## config.mk

```make
export PLATFORM = sky130hd
export DESIGN_NAME = matrix_tile_lsu
export DESIGN_NICKNAME = d
export VERILOG_FILES = /design/src/rtl/matrix_tile_lsu_pkg.sv /design/src/rtl/matrix_tile_lsu_row_addr_gen.sv /design/src/rtl/matrix_tile_lsu.sv
export SDC_FILE = /design/constraint.sdc
export NUM_CORES = 1
export LEC_CHECK = 0
export CORE_ASPECT_RATIO = 1.1
export CORE_MARGIN = 3
export CORE_UTILIZATION = 46
export CTS_CLUSTER_DIAMETER = 40
export DETAILED_ROUTE_END_ITERATION = 10
export PLACE_DENSITY = 0.78
export SLEW_MARGIN = 40
export SYNTH_ARGS = -nofsm -noshare
export SYNTH_HDL_FRONTEND = slang
export SYNTH_SLANG_ARGS = --single-unit
export TNS_END_PERCENT = 30
```

## constraint.sdc

```tcl
create_clock -name clk -period 4.8 [get_ports clk]
set_input_delay 0.48 -clock clk [delete_from_list [all_inputs] [get_ports clk]]
set_output_delay 0.48 -clock clk [all_outputs]
set_load 0.05 [all_outputs]
```

## src/rtl/matrix_tile_lsu_pkg.sv

```systemverilog
// Shared types and constants for the matrix tile load/store unit.
package matrix_tile_lsu_pkg;

  localparam int ROWS     = 4;
  localparam int ELEM_W   = 8;
  localparam int ADDR_W   = 32;
  localparam int ROW_W    = ROWS * ELEM_W;
  localparam int TILE_W   = ROWS * ROW_W;
  localparam int SHADOW_W = (ROWS - 1) * ROW_W;
  localparam int ROW_CNT_W = 2;

  localparam logic [ROW_CNT_W-1:0] LAST_ROW = ROW_CNT_W'(ROWS - 1);

  localparam logic OP_MLD = 1'b0;
  localparam logic OP_MST = 1'b1;

  typedef enum logic [1:0] {
    ST_IDLE,
    ST_REQ,
    ST_WAIT_R,
    ST_DONE
  } state_e;

  // Row i of a tile occupies bits [i*32+31 : i*32].
  function automatic logic [ROW_W-1:0] tile_row(input logic [TILE_W-1:0] tile,
                                                input logic [ROW_CNT_W-1:0] row);
    logic [ROW_W-1:0] r;
    case (row)
      2'd0:    r = tile[0*ROW_W +: ROW_W];
      2'd1:    r = tile[1*ROW_W +: ROW_W];
      2'd2:    r = tile[2*ROW_W +: ROW_W];
      default: r = tile[3*ROW_W +: ROW_W];
    endcase
    return r;
  endfunction

endpackage

```

## src/rtl/matrix_tile_lsu_row_addr_gen.sv

```systemverilog
// Row address generator: base + row*stride (wraps modulo 2^32) and alignment check.
module mat_row_addr_gen
  import matrix_tile_lsu_pkg::*;
(
  input  logic [ADDR_W-1:0]    base,
  input  logic [ADDR_W-1:0]    stride,
  input  logic [ROW_CNT_W-1:0] row,
  output logic [ADDR_W-1:0]    addr,
  output logic                 misalign
);

  assign addr     = base + stride * ADDR_W'(row);
  assign misalign = (base[1:0] != 2'b00) || (stride[1:0] != 2'b00);

endmodule

```

## src/rtl/matrix_tile_lsu.sv

```systemverilog
// Matrix tile LSU: moves one 4x4 int8 tile between memory and the matrix datapath,
// one 32-bit row word per bus transfer, with at most one outstanding access.
module matrix_tile_lsu
  import matrix_tile_lsu_pkg::*;
(
  input  logic              clk,
  input  logic              rstn,
  input  logic              req_valid,
  output logic              req_ready,
  input  logic              req_op,
  input  logic [ADDR_W-1:0] req_addr,
  input  logic [ADDR_W-1:0] req_stride,
  input  logic [TILE_W-1:0] st_tile,
  output logic              mem_req,
  output logic              mem_we,
  output logic [ADDR_W-1:0] mem_addr,
  output logic [ROW_W-1:0]  mem_wdata,
  input  logic              mem_gnt,
  input  logic              mem_rvalid,
  input  logic [ROW_W-1:0]  mem_rdata,
  output logic [TILE_W-1:0] ld_tile,
  output logic              done,
  output logic              err,
  output logic              busy
);

  state_e                 state_q, state_d;
  logic [ROW_CNT_W-1:0]   row_q, row_d;
  logic                   op_q, op_d;
  logic                   err_q, err_d;
  logic [ADDR_W-1:0]      base_q, base_d;
  logic [ADDR_W-1:0]      stride_q, stride_d;
  logic [TILE_W-1:0]      st_tile_q, st_tile_d;
  logic [TILE_W-1:0]      ld_tile_q, ld_tile_d;
  logic [SHADOW_W-1:0]    shadow_q, shadow_d;

  logic [ADDR_W-1:0]      gen_base, gen_stride, row_addr;
  logic                   misalign, accept, last_row;

  // In IDLE the generator looks at the incoming request so misalignment is known at acceptance.
  assign gen_base   = (state_q == ST_IDLE) ? req_addr   : base_q;
  assign gen_stride = (state_q == ST_IDLE) ? req_stride : stride_q;
  assign accept     = (state_q == ST_IDLE) && req_valid;
  assign last_row   = (row_q == LAST_ROW);

  mat_row_addr_gen u_addr_gen (
    .base     (gen_base),
    .stride   (gen_stride),
    .row      (row_q),
    .addr     (row_addr),
    .misalign (misalign)
  );

  // State and datapath registers with synchronous active-low reset.
  always_ff @(posedge clk) begin
    if (!rstn) begin
      state_q   <= ST_IDLE;
      row_q     <= '0;
      op_q      <= OP_MLD;
      err_q     <= 1'b0;
      base_q    <= '0;
      stride_q  <= '0;
      st_tile_q <= '0;
      ld_tile_q <= '0;
      shadow_q  <= '0;
    end else begin
      state_q   <= state_d;
      row_q     <= row_d;
      op_q      <= op_d;
      err_q     <= err_d;
      base_q    <= base_d;
      stride_q  <= stride_d;
      st_tile_q <= st_tile_d;
      ld_tile_q <= ld_tile_d;
      shadow_q  <= shadow_d;
    end
  end

  // Next-state logic: misaligned requests skip the bus and go straight to DONE.
  always_comb begin
    state_d = state_q;
    case (state_q)
      ST_IDLE:   if (req_valid) state_d = misalign ? ST_DONE : ST_REQ;
      ST_REQ: begin
        if (mem_gnt) begin
          if (op_q == OP_MLD)  state_d = ST_WAIT_R;
          else if (last_row)   state_d = ST_DONE;
          else                 state_d = ST_REQ;
        end
      end
      ST_WAIT_R: if (mem_rvalid) state_d = last_row ? ST_DONE : ST_REQ;
      ST_DONE:   state_d = ST_IDLE;
      default:   state_d = ST_IDLE;
    endcase
  end

  // Datapath updates: capture the request, advance rows, and publish the loaded tile in one step.
  always_comb begin
    row_d     = row_q;
    op_d      = op_q;
    err_d     = err_q;
    base_d    = base_q;
    stride_d  = stride_q;
    st_tile_d = st_tile_q;
    ld_tile_d = ld_tile_q;
    shadow_d  = shadow_q;
    if (accept) begin
      row_d     = '0;
      op_d      = req_op;
      err_d     = misalign;
      base_d    = req_addr;
      stride_d  = req_stride;
      st_tile_d = st_tile;
    end else if ((state_q == ST_REQ) && mem_gnt && (op_q == OP_MST)) begin
      row_d = row_q + 1'b1;
    end else if ((state_q == ST_WAIT_R) && mem_rvalid) begin
      row_d = row_q + 1'b1;
      case (row_q)
        2'd0:    shadow_d[0*ROW_W +: ROW_W] = mem_rdata;
        2'd1:    shadow_d[1*ROW_W +: ROW_W] = mem_rdata;
        2'd2:    shadow_d[2*ROW_W +: ROW_W] = mem_rdata;
        default: ld_tile_d = {mem_rdata, shadow_q};
      endcase
    end
  end

  // Output decode from the current state and captured request.
  always_comb begin
    req_ready = (state_q == ST_IDLE);
    busy      = (state_q != ST_IDLE);
    mem_req   = (state_q == ST_REQ);
    mem_we    = (state_q == ST_REQ) && (op_q == OP_MST);
    mem_addr  = (state_q == ST_REQ) ? row_addr : '0;
    mem_wdata = ((state_q == ST_REQ) && (op_q == OP_MST)) ? tile_row(st_tile_q, row_q) : '0;
    done      = (state_q == ST_DONE);
    err       = (state_q == ST_DONE) && err_q;
    ld_tile   = ld_tile_q;
  end

endmodule

```

==> run summary, run 1 <==
worst vdd ir: 0.000266 V
WL/cell: 19.9 um
main combinational cell family by area after synthesis: compound AO/OA/AOI/OAI gates
final setup violation count: 16
Post-Syn Nets: 2420
Synth area leaders: dfxtp_1, nand2_1, a21boi_0
Post-Synth XOR/XNOR Area: 0.773%
Post-synth EDFFs: 0
CP required: 4.32 ns
CTS root buf: clkbuf_16
RSZ-0062 raised after global routing: true
r2r startpoint: row_q[0]$_SDFFE_PP0P_
post-synthesis compound-gate area fraction: 24.5%
DIE HEIGHT: 218 um
DRC Markers: 0
Syn. warnings: 0
FFs w/ async S/R, synth: 0%
Routed Antenna Nets: 0
Final Hold Vio Count: 0
crit-path max cell delay: 0.55 ns
worst min path class: reg2reg
failing checks: setup timing
TritonCTS Buffers: 51
Multi-input gate area: 0.00993 sq mm
fin area: 0.0264 sq mm
CP Max Fanout: 5
CTS H-tree depth: 2
largest area contributor in the netlist: dfxtp_1
Final WS setup: -0.351 ns
final period utilization: 107%
top cells by count, synth: nand2_1, dfxtp_1, a21boi_0
die footprint: 0.0433 sq mm
Clock Sinks: 422
Initial DRC Count: 1004
pin count of the biggest net entering global routing: 129
I/O Buffers: 427
Syn Inst Count: 2124
crit path launch: state_q[1]$_SDFFE_PN0P_
Lkg Pwr: 0.0101 uW
relative slew slack: 46.0%
gr usage total: 27.2%
most frequent cell after synthesis: nand2_1
core area: 0.0403 sq mm
layout filler cell count: 3208
Worst setup EP type: output pin
critical path type: reg2out
vias in the first global route: 17500
routed vias/inst: 5.58
min Tclk post-route: 5.15 ns
Nets: 2818
placed instance area: 0.0240 sq mm
Adder-Cell Fraction of Synth Area: 5.64%
initial antenna violation count: 12
clock skew: 0.0207 ns
final cell count without fillers: 3081
hold_buf cts: 0
post-synth top area share: 45.0%
CTS Buffer Depth: 3
Post-Route Utilization: 65.7%
maxcap violations: 0
DR pass1 iterations: 6
std cell rows: 77
Reg clk slew, reported paths: 0.06 ns
CTS tree: built
hold wc startpoint: shadow_q[94]$_SDFFE_PN0P_
status: finished with violations
worst-margin pin slew: 0.810 ns
Max Slew Vio Count: 0
GR Overflow Total: 0
Total Wirelength: 61.2 mm
RePlAce Congestion: 0.926
fraction of layout cells with a size suffix above 1: 12.7%
Buf/Inv on CP: 4
sequential element share of the synthesized area: 45.0%
die width: 199 um
global-route wire length before repair: 94.2 mm
FMAX: 194 MHz
startpoint types: register
power per cell area: 366 mW/mm^2
Starting Density: 46.6%
Seq. cell area: 0.00845 sq mm
worst path arrival time: 4.67 ns
post-DP HPWL: 42.2 mm
crit-path leading delay family: compound AO/OA/AOI/OAI gates
Top Ports: 428
mux cell area share after synthesis: 3.83%
ys flop type: dfxtp_1
Synth-to-Final Area Change: 40.8%
slowest CP cell: fa_1
#FFs+latches synth: 422
vias: 17200
Syn Std Cell Area: 0.0188 sq mm
CP cell instances: or2_4 -> inv_8 -> buf_12 -> mux2_4 -> nand2_2 -> fa_1 -> inv_1 -> ha_2 -> fa_2 -> a21oi_4 -> nor2_2 -> o311ai_4 -> a211oi_4 -> o41a_1 -> o32a_1 -> o211ai_1 -> clkbuf_16
Netlist cell types: 62
Simple-Gate Fraction of Synth Area: 15.4%
Mapped Avg Cell Area: 8.84 sq um
later-pin clock latency in the skew report: 0.59 ns
placed insts: 2955
## area by class of cell
type	instances	area share, %
Clock inverter	29	1.22
Inverter	76	1.11
Sequential cell	422	31.9
Multi-Input combinational cell	1459	37.5
Clock buffer	63	5.42
Timing Repair Buffer	512	20.3
Tap cell	513	2.43
Antenna cell	7	0.0662
## state kept, by name, summed over array words and instances, names as in the netlist
| signal | cells |
|---|---|
| ld_tile | 128 |
| base_q | 32 |
| stride_q | 32 |
| op_q | 1 |
| state_q | 2 |
| row_q | 2 |
| err_q | 1 |
| shadow_q | 96 |
| st_tile_q | 128 |
## worst paths after layout
kind	to	slack, ns	depth (start not counted)
worst max-delay path	mem_addr[31]	-0.35	17
worst min-delay path	ld_tile[94]$_SDFFE_PN0P_	0.46	2
worst max register to register	ld_tile[109]$_SDFFE_PN0P_	1.57	7
worst min register to register	ld_tile[94]$_SDFFE_PN0P_	0.46	2
## per-stage QoR
step                      total power [uW]   TNS, ns  setup slack (ns)  hold WS [ns]
after CTS                             9670     -3.82            -0.385         0.437
after floorplan                       4890  -0.00669          -0.00669         0.417
after global routing                 10000     -5.81            -0.494         0.468
final                                 9670     -2.93            -0.351         0.455
after detailed placement              5570    -0.239            -0.106         0.454
after global placement                5530    -0.117           -0.0556         0.428
## metal layers
layer / part of all wire, % / global-route usage [%]
met3: 7.2 / 6.52
met2: 49 / 46.6
met4: 4.1 / 12.3
met5: 0.12 / 0
met1: 40 / 32.3
## where the power goes
part           switching [uW]  internal [uW]
sequential                106           3690
clock                    1580           2370
combinational            1010            919
total                    2700           6970
## cells by family (layout without fill, tap and decap cells)
kind of cell,count (synthesis),in the layout
adder cells (fa/ha/maj),66,66
multiplexers,68,68
AND/OR/NAND/NOR,718,718
XOR/XNOR,15,15
buffers and inverters,243,680
flip-flops,422,422
other,0,7
AO/OA/AOI/OAI,592,592
## worst register-to-register path, stage by stage (launching register included)
cell and delay, ns:
dfxtp_1 0.54, buf_4 0.31, ha_2 0.61, buf_12 0.29, and2_4 0.67, buf_12 0.42
nand2_1 0.15, a21boi_0 0.15
## cells in the final DEF (no fill, tap or decap), types with 5 or more instances in the layout
cell / n
a21boi_0: 225
a21o_1: 10
a21oi_1: 59
a21oi_2: 6
a222oi_1: 32
a22o_1: 191
and2_1: 9
buf_12: 30
buf_4: 71
clkbuf_16: 55
clkbuf_8: 8
clkdlybuf4s50_1: 397
clkinv_2: 7
clkinvlp_4: 5
dfxtp_1: 422
diode_2: 7
fa_1: 30
ha_1: 24
ha_2: 5
ha_4: 6
inv_1: 70
inv_2: 5
inv_6: 8
mux2_2: 25
mux2_4: 6
mux2i_1: 33
nand2_1: 530
nand2_2: 6
nand2b_1: 7
nand3_1: 16
nand4_1: 7
nor2_1: 90
nor2_2: 7
nor3_1: 6
o211ai_1: 5
o21ai_0: 16
o21bai_1: 7
xnor2_1: 7
xor2_1: 6
## timing repair
action                                  4_1_cts  5_1_grt
pin swaps                                    31       15
cloned                                        1        0
buffers inserted                             19        8
resized for setup                            59       45
endpoints found under the setup margin       19       21
No activity file was read; power rests on OpenSTA's default activity.
==> run 2: changes to the inputs <==
--- a/config.mk
+++ b/config.mk
@@ -5,12 +5,13 @@
 export SDC_FILE = /design/constraint.sdc
 export NUM_CORES = 1
 export LEC_CHECK = 0
-export CORE_ASPECT_RATIO = 1.1
+export CORE_ASPECT_RATIO = 0.6
 export CORE_MARGIN = 3
-export CORE_UTILIZATION = 46
+export CORE_UTILIZATION = 25
 export CTS_CLUSTER_DIAMETER = 40
 export DETAILED_ROUTE_END_ITERATION = 10
-export PLACE_DENSITY = 0.78
+export HOLD_SLACK_MARGIN = 0.1
+export PLACE_DENSITY = 0.48
 export SLEW_MARGIN = 40
 export SYNTH_ARGS = -nofsm -noshare
 export SYNTH_HDL_FRONTEND = slang
==> run 2 against run 1 <==
Effect of this change:
- the run still ends with setup timing left
- core utilization is 28 points lower
- design area rose by 4.4%
- maximum frequency shrank 0.63%
- total power grew 12%
- worst setup slack lost 0.033 ns
- critical path type unchanged
- largest cell class unchanged
==> run summary, run 2 (synthesized netlist as in run 1, its figures left out) <==
status: finished with violations
failing checks: setup timing
Total Wirelength: 68.5 mm
slowest CP cell: fa_1
fin area: 0.0276 sq mm
die footprint: 0.0786 sq mm
CTS Buffer Depth: 3
Final WS setup: -0.384 ns
I/O Buffers: 427
FMAX: 193 MHz
r2r startpoint: row_q[0]$_SDFFE_PP0P_
Seq. cell area: 0.00845 sq mm
pin count of the biggest net entering global routing: 130
Clock Sinks: 422
R2R Setup Slk: 1.52 ns
crit-path max cell delay: 0.52 ns
Initial DRC Count: 1272
final setup TNS: -3.44 ns
fraction of layout cells with a size suffix above 1: 15.4%
vias in the first global route: 16800
Top Ports: 428
std cell rows: 77
worst-case reg-to-reg path depth: 6
DR pass1 iterations: 9
power per cell area: 393 mW/mm^2
Final Hold Vio Count: 0
Multi-input gate area: 0.0100 sq mm
CP cell instances: or2_4 -> inv_8 -> buf_12 -> mux2_4 -> nand2_2 -> fa_1 -> inv_1 -> ha_2 -> fa_2 -> a21oi_4 -> nor2_4 -> o311ai_4 -> a211oi_2 -> o41a_1 -> o32a_1 -> o211ai_1 -> clkbuf_16
routed vias/inst: 4.74
min Tclk post-route: 5.18 ns
clock skew: 0.0228 ns
vias: 17000
final period utilization: 108%
Starting Density: 25.4%
Hold EP: ld_tile[8]$_SDFFE_PN0P_
CP required: 4.32 ns
critical path type: reg2out
hold_buf cts: 0
RePlAce Congestion: 0.875
worst vdd ir: 0.000219 V
GR Overflow Total: 0
Synth-to-Final Area Change: 47.0%
core area: 0.0740 sq mm
global-route wire length before repair: 104 mm
worst-margin pin slew: 0.811 ns
Lkg Pwr: 0.0104 uW
CTS root buf: clkbuf_16
most frequent cells in the layout: nand2_1, dfxtp_1, clkdlybuf4s50_1, a21boi_0, a22o_1
layout filler cell count: 7442
worst hold stages: 2
die width: 360 um
relative slew slack: 45.9%
Max Slew Vio Count: 0
TritonCTS Buffers: 66
DIE HEIGHT: 218 um
worst path arrival time: 4.70 ns
final setup violation count: 16
DRC Markers: 0
Nets: 2836
post-DP HPWL: 47.2 mm
startpoint types: register
initial antenna violation count: 8
WL/cell: 19.1 um
placed instance area: 0.0245 sq mm
Worst setup EP type: output pin
later-pin clock latency in the skew report: 0.60 ns
hold wc startpoint: rstn
gr usage total: 16.9%
Reg clk slew, reported paths: 0.06 ns
CP Max Fanout: 6
most common cell after layout, fill and taps aside: nand2_1
worst min path class: in2reg
CTS tree: built
reg-to-reg endpoint: ld_tile[15]$_SDFFE_PN0P_
RSZ-0062 raised after global routing: true
maxcap violations: 0
CTS H-tree depth: 3
Routed Antenna Nets: 0
[run 2: cell types whose count changed in the layout (fill, tap and decap cells not counted), sizes merged]
cell	change
inv	+6
bufinv	+5
diode	-2
clkdlybuf4s50	-34
clkinv	+3
bufbuf	-1
buf	+41
dlygate4sd2	-1
clkbuf	+11
[run 2: critical path: cells and delay by family, from the launching register on]
family,cells,cell delay (ns)
AO/OA/AOI/OAI,6,1.63
adder cells (fa/ha/maj),3,1.08
buffers and inverters,4,0.52
AND/OR/NAND/NOR,3,0.40
flip-flops,1,0.32
multiplexers,1,0.18
[run 2: layout make-up]
class / instances / area share [%]
multi-input cells: 1459 / 36.2
flip-flops and latches: 422 / 30.6
repair buffers: 515 / 19.0
clock buffers: 76 / 6.41
well taps: 987 / 4.47
clock inverters: 43 / 2.15
inverters: 76 / 1.06
diodes: 5 / 0.0453
[run 2: report_power, final]
part / internal [uW] / switching (uW)
Sequential: 3690 / 99.8
Combinational: 921 / 1020
Clock: 3210 / 1910
Total: 7820 / 3030
[run 2: per-layer routing]
layer  share of wire (%)  wire [um]  track usage (%)
met1                  48      33000             23.6
met5               0.057         39                0
met3                 6.4       4380             4.80
met4                 1.7       1200             4.59
met2                  44      29900             25.5
[run 2: worst max-delay path by stage]
| stage | start | endpoint | slack (ns) | cells past startpoint |
|---|---|---|---|---|
| global route | state_q[0]$_SDFFE_PN0P_ | mem_addr[31] | -0.52 | 17 |
| finish | state_q[0]$_SDFFE_PN0P_ | mem_addr[31] | -0.38 | 17 |
| global placement | req_stride[8] | mem_addr[24] | -0.08 | 16 |
| detailed placement | req_stride[8] | mem_addr[24] | -0.16 | 16 |
| CTS | state_q[1]$_SDFFE_PN0P_ | mem_addr[31] | -0.46 | 16 |
| floorplan | state_q[0]$_SDFFE_PN0P_ | mem_addr[31] | -0.007 | 17 |
[run 2: metrics by stage]
| stage | setup slack, ns | util, % | power [uW] | cells | hold slack (ns) |
|---|---|---|---|---|---|
| finish | -0.384 | 37.3 | 10800 | 3583 | 0.384 |
| global route | -0.521 | 37.3 | 11300 | 3582 | 0.374 |
| CTS | -0.463 | 37.0 | 11000 | 3571 | 0.346 |
| detailed placement | -0.159 | 33.1 | 5590 | 3439 | 0.449 |
| global placement | -0.0809 | 33.1 | 5580 | 3439 | 0.430 |
| floorplan | -0.00669 | - | 4890 | 2124 | 0.417 |
[run 2: timing repair]
action,4_1_cts,5_1_grt
setup buffers,12,6
pin swaps,32,26
resized for setup,73,43
setup endpoints to repair,19,22
cloned,1,0
